--- src/rtl/rand_candidate_builder.sv ---
// Builds an odd, full-width prime candidate from PRIME_WIDTH/WORD_WIDTH random words,
// rejecting repeated words and latching a sticky fault when the source looks stuck.
module rand_candidate_builder #(
  parameter int unsigned WORD_WIDTH   = 32,
  parameter int unsigned PRIME_WIDTH  = 256,
  parameter int unsigned REPEAT_LIMIT = 4
) (
  input  logic                   clk,
  input  logic                   rst,
  input  logic                   start,
  input  logic [WORD_WIDTH-1:0]  rand_in,
  input  logic                   cand_ready,
  output logic                   cand_valid,
  output logic [PRIME_WIDTH-1:0] candidate,
  output logic                   busy,
  output logic                   src_fault
);

  localparam int unsigned N       = PRIME_WIDTH / WORD_WIDTH;
  localparam int unsigned CNT_W   = $clog2(N + 1);
  localparam int unsigned REP_W   = $clog2(REPEAT_LIMIT + 1);
  localparam int unsigned SHIFT_W = PRIME_WIDTH - WORD_WIDTH;

  // Top two bits make the candidate full width; bit 0 makes it odd.
  localparam logic [PRIME_WIDTH-1:0] FORCE_MASK =
    {2'b11, {(PRIME_WIDTH-3){1'b0}}, 1'b1};

  generate
    if ((PRIME_WIDTH % WORD_WIDTH) != 0) begin : g_bad_multiple
      $error("PRIME_WIDTH must be an integer multiple of WORD_WIDTH");
    end
    if (PRIME_WIDTH < 2 * WORD_WIDTH) begin : g_bad_width
      $error("PRIME_WIDTH must be at least 2*WORD_WIDTH");
    end
    if (REPEAT_LIMIT < 1) begin : g_bad_limit
      $error("REPEAT_LIMIT must be at least 1");
    end
  endgenerate

  typedef enum logic [1:0] {
    IDLE    = 2'd0,
    COLLECT = 2'd1,
    HOLD    = 2'd2,
    FAULT   = 2'd3
  } state_t;

  state_t                 state;
  state_t                 state_next;
  logic [SHIFT_W-1:0]     shift_q;
  logic [WORD_WIDTH-1:0]  last_word;
  logic [CNT_W-1:0]       word_cnt;
  logic [REP_W-1:0]       rep_cnt;

  logic                   accept_c;
  logic                   reject_c;
  logic                   last_word_c;
  logic [PRIME_WIDTH-1:0] shift_next_c;

  // State register
  always_ff @(posedge clk or posedge rst) begin
    if (rst) begin
      state <= IDLE;
    end else begin
      state <= state_next;
    end
  end

  // Next-state and word accept/reject decisions
  always_comb begin
    state_next   = state;
    accept_c     = 1'b0;
    reject_c     = 1'b0;
    last_word_c  = 1'b0;
    shift_next_c = {shift_q, rand_in};

    case (state)
      IDLE: begin
        if (start) begin
          state_next = COLLECT;
        end
      end
      COLLECT: begin
        if ((word_cnt == '0) || (rand_in != last_word)) begin
          accept_c = 1'b1;
          if (word_cnt == CNT_W'(N - 1)) begin
            last_word_c = 1'b1;
            state_next  = HOLD;
          end
        end else begin
          reject_c = 1'b1;
          if (rep_cnt == REP_W'(REPEAT_LIMIT - 1)) begin
            state_next = FAULT;
          end
        end
      end
      HOLD: begin
        if (cand_valid && cand_ready) begin
          state_next = start ? COLLECT : IDLE;
        end
      end
      FAULT: begin
        state_next = FAULT;
      end
      default: begin
        state_next = IDLE;
      end
    endcase
  end

  // Word datapath; counters stay cleared outside COLLECT so every entry starts fresh
  always_ff @(posedge clk or posedge rst) begin
    if (rst) begin
      shift_q   <= '0;
      last_word <= '0;
      word_cnt  <= '0;
      rep_cnt   <= '0;
    end else if (state != COLLECT) begin
      word_cnt <= '0;
      rep_cnt  <= '0;
    end else if (accept_c) begin
      shift_q   <= shift_next_c[SHIFT_W-1:0];
      last_word <= rand_in;
      word_cnt  <= word_cnt + CNT_W'(1);
      rep_cnt   <= '0;
    end else if (reject_c) begin
      rep_cnt <= rep_cnt + REP_W'(1);
    end
  end

  // Registered outputs, derived from the state being entered
  always_ff @(posedge clk or posedge rst) begin
    if (rst) begin
      candidate  <= '0;
      cand_valid <= 1'b0;
      busy       <= 1'b0;
      src_fault  <= 1'b0;
    end else begin
      if (last_word_c) begin
        candidate <= shift_next_c | FORCE_MASK;
      end
      cand_valid <= (state_next == HOLD);
      busy       <= (state_next == COLLECT);
      src_fault  <= (state_next == FAULT);
    end
  end

endmodule

--- config.mk ---
export PLATFORM = sky130hd
export DESIGN_NAME = rand_candidate_builder
export DESIGN_NICKNAME = d
export VERILOG_FILES = /design/src/rtl/rand_candidate_builder.sv
export SDC_FILE = /design/constraint.sdc
export NUM_CORES = 1
export LEC_CHECK = 0
export BUFFER_PORTS_ARGS = -buffer_cell sky130_fd_sc_hd__buf_2
export CORE_AREA = 3 3 188 190
export CTS_CLUSTER_DIAMETER = 100
export CTS_CLUSTER_SIZE = 16
export DETAILED_ROUTE_END_ITERATION = 16
export DIE_AREA = 0 0 191 193
export MAX_ROUTING_LAYER = met4
export PLACE_DENSITY = 0.78
export SETUP_SLACK_MARGIN = 0.5
export SLEW_MARGIN = 10
export SYNTH_ARGS = -nofsm -noshare
export SYNTH_HDL_FRONTEND = slang
export SYNTH_SLANG_ARGS = --single-unit
--- constraint.sdc ---
create_clock -name clk -period 22 [get_ports clk]
set_clock_uncertainty 0.15 [all_clocks]
set_input_delay 4.4 -clock clk [delete_from_list [all_inputs] [get_ports clk]]
set_output_delay 4.4 -clock clk [all_outputs]
set_load 0.02 [all_outputs]
==> results.cfg <==
[finish]
final_cell_area_um2 = 21200
mostFrequentLayoutCells = 488 x sky130_fd_sc_hd__dfrtp_1, 474 x sky130_fd_sc_hd__mux2_2, 294 x sky130_fd_sc_hd__buf_2
antenna-diode-count = 0
fillers = 2517
nNetsFinal = 1433
drive_above_1_share_pct = 58.8
layout-area-overhead-vs-synth_pct = 12.1
layout_commonest_cell = sky130_fd_sc_hd__dfrtp_1

[worst_setup_path]
cp_data_arrival_time_ps = 8120
end_kind = flip-flop
crit_path_max_fanout = 189
timing.setup.critical_path_class = in2reg
crit_path_required_time_ps = 22250
setup.worst_path.start_class = input pin

[sta]
achievable-frequency_ghz = 0.127
setup_tns_ps = 0
hold_violations = 0
rsz0062_at_grt = no
setup_viol = 0
postLayoutSetupSlackWorst_ps = 14130
slew_headroom_pct = 11.0
min_period_over_period_pct = 35.8
final.hold.worst_slack_ps = 299
layout_min_cycle_time_ps = 7870
worst_pin_slew_ps = 1330
timing.final.max_slew_violations = 0

[place]
detailedPlace.worstSlack_ps = 13630
placed_area_um2 = 20300
portBuffers = 294
globalplace.congestion = 0.813
dp_hpwl_um = 25200

[synth]
fraction_of_post_synthesis_cell_area_in_the_top_cell_type_by_area_pct = 64.5
syn_avg_cell_area_um2 = 17.1
synth_top_area_cell = sky130_fd_sc_hd__dfrtp_1
synth_cells = 1108
synthesis.nets = 1148
synth.lib_cells_used.distinct = 30
synthesis.yosys.warnings = 0
synth_sequential_area_ratio_pct = 64.5
ys_seq_elements = 488
netlist_area_um2 = 18900
synthTopCellsByArea = sky130_fd_sc_hd__dfrtp_1 64%, sky130_fd_sc_hd__mux2_2 28%, sky130_fd_sc_hd__buf_12 2.1%

[clock_tree]
numCtsBuffers = 36
cts.clk_slew.worst_paths_ps = 80
ctsHoldBuffers = 0
cts-root-to-sink-buffers = 3
clkSinkCount = 488
tritoncts_clock_tree = built
clkLatencyLatePin_ps = 520
clockRootBuffer = sky130_fd_sc_hd__clkbuf_16
postCtsSetupRepairBufs = 0
number_of_resized_instances_in_the_post_cts_repair_step = 0
cts.htree.levels = 2

[die]
design.core.area_um2 = 33600
floorplan.die_area_um2 = 36900
ios = 295
die_width_um = 191
placement_rows = 67
starting_utilization_of_the_core_area_pct = 56.4
chipHeight_um = 193

[power]
total_leakage_power_nw = 10.3
power.density_nw_per_um2 = 166
max_ir_drop_vdd_mv = 0.0776
report.power.total_mw = 3.53

[route]
final_antenna_net_count = 0
drc = 0
firstDrtPassIters = 4
avgViaCountPerCell = 5.42
drtIter0Drc = 558
vias = 9974
wl_per_cell_um = 20.1
routed_wirelength_um = 36900

[global_routing]
grt_pass1_wl_um = 58200
grt_overflow_total = 0
global_route.usage.total_pct = 20.6
first_global_vias = 10300
grt_start_max_net_pins = 190
antenna_violations_before_repair = 0

[worst_hold_path]
hold_path_class = reg2reg

[run]
max_capacitance_violation_count = 0

[run_status]
status = complete, no violations
==> synth_stat cells (all sizes together) <==
cell and n:
ha 4, o31ai 1, a21oi 7, xnor2 4, o21ai 2, and3b 1
a32o 1, nor4 7, nand2b 2, clkbuf 4, or3 2, nor3 3
nand4 2, nor2b 2, mux2 474, dfrtp 488, inv 4, xor2 30
nand2 9, a31oi 1, buf 52, nor2 4, and3 1, nand3 3
==> cell families (layout without fill, tap and decap cells) <==
| group | count (synthesis) | after routing | share of synthesized area, % |
|---|---|---|---|
| adders and majority gates | 4 | 4 | 0.264 |
| and+or+nand+nor | 36 | 36 | 1.10 |
| DFF | 488 | 488 | 64.5 |
| xor gates and xnor gates | 34 | 34 | 1.57 |
| AOI/OAI and AO/OA | 12 | 12 | 0.363 |
| muxes | 474 | 474 | 28.2 |
| buffers and inverters | 60 | 345 | 4.08 |
==> metal layers <==
| layer | share of wire (%) | global-route usage [%] | wire [µm] |
|---|---|---|---|
| met1 | 46 | 29.2 | 17000 |
| met2 | 48 | 32.1 | 17600 |
| met3 | 4.0 | 2.98 | 1490 |
| met4 | 2.5 | 5.39 | 913 |
| met5 | 0 | - | 0 |
==> flip-flops by register name, summed over array words and instances, names as in the netlist <==
register and flops:
candidate 254, shift_q 222, word_cnt 4, rep_cnt 3
state 2, busy 1, cand_valid 1, src_fault 1
==> power breakdown <==
group | internal [mW] | switching, mW | leakage, nW | total [mW]
sequential | 1.33 | 0.302 | 5.99 | 1.64
combinational | 0.639 | 0.672 | 3.85 | 1.31
clock | 0.299 | 0.286 | 0.460 | 0.585
total | 2.27 | 1.26 | 10.3 | 3.53
==> area by class of cell <==
class	instances	area, µm²	area share [%]
clock inverter	1	8.76	0.0412
timing repair buffer	303	1550	7.30
multi-input combinational	560	5970	28.1
sequential	488	12200	57.5
clock buffer	37	926	4.36
inverter	4	22.5	0.106
tap	448	561	2.64
==> critical path, cell delays in order <==
cell and delay (ps):
sky130_fd_sc_hd__buf_2 130, sky130_fd_sc_hd__xor2_1 200, sky130_fd_sc_hd__nor4_1 440, sky130_fd_sc_hd__nand4_1 230, sky130_fd_sc_hd__or3_1 500, sky130_fd_sc_hd__nand3_4 700, sky130_fd_sc_hd__buf_12 590, sky130_fd_sc_hd__mux2_2 430
==> path summary, 6_finish.rpt <==
check                            start  slack [ps]  depth (start not counted)              to
max                        rand_in[27]       14130                          8   candidate[77]
min                         rep_cnt[0]         300                          1      rep_cnt[0]
max reg2reg                shift_q[27]       17660                          7   candidate[77]
min reg2reg                 rep_cnt[0]         300                          1      rep_cnt[0]
max in group asynchronous          rst       14670                          5     shift_q[55]
min in group asynchronous          rst        3850                          2  candidate[201]
==> metrics by stage <==
stage	std cells	util [%]
final	1841	63.2
after floorplan	1108	-
after global routing	1841	63.2
after CTS	1841	63.2
after global placement	1803	60.4
after detailed placement	1803	60.4
(Power assumes the default switching activity.)
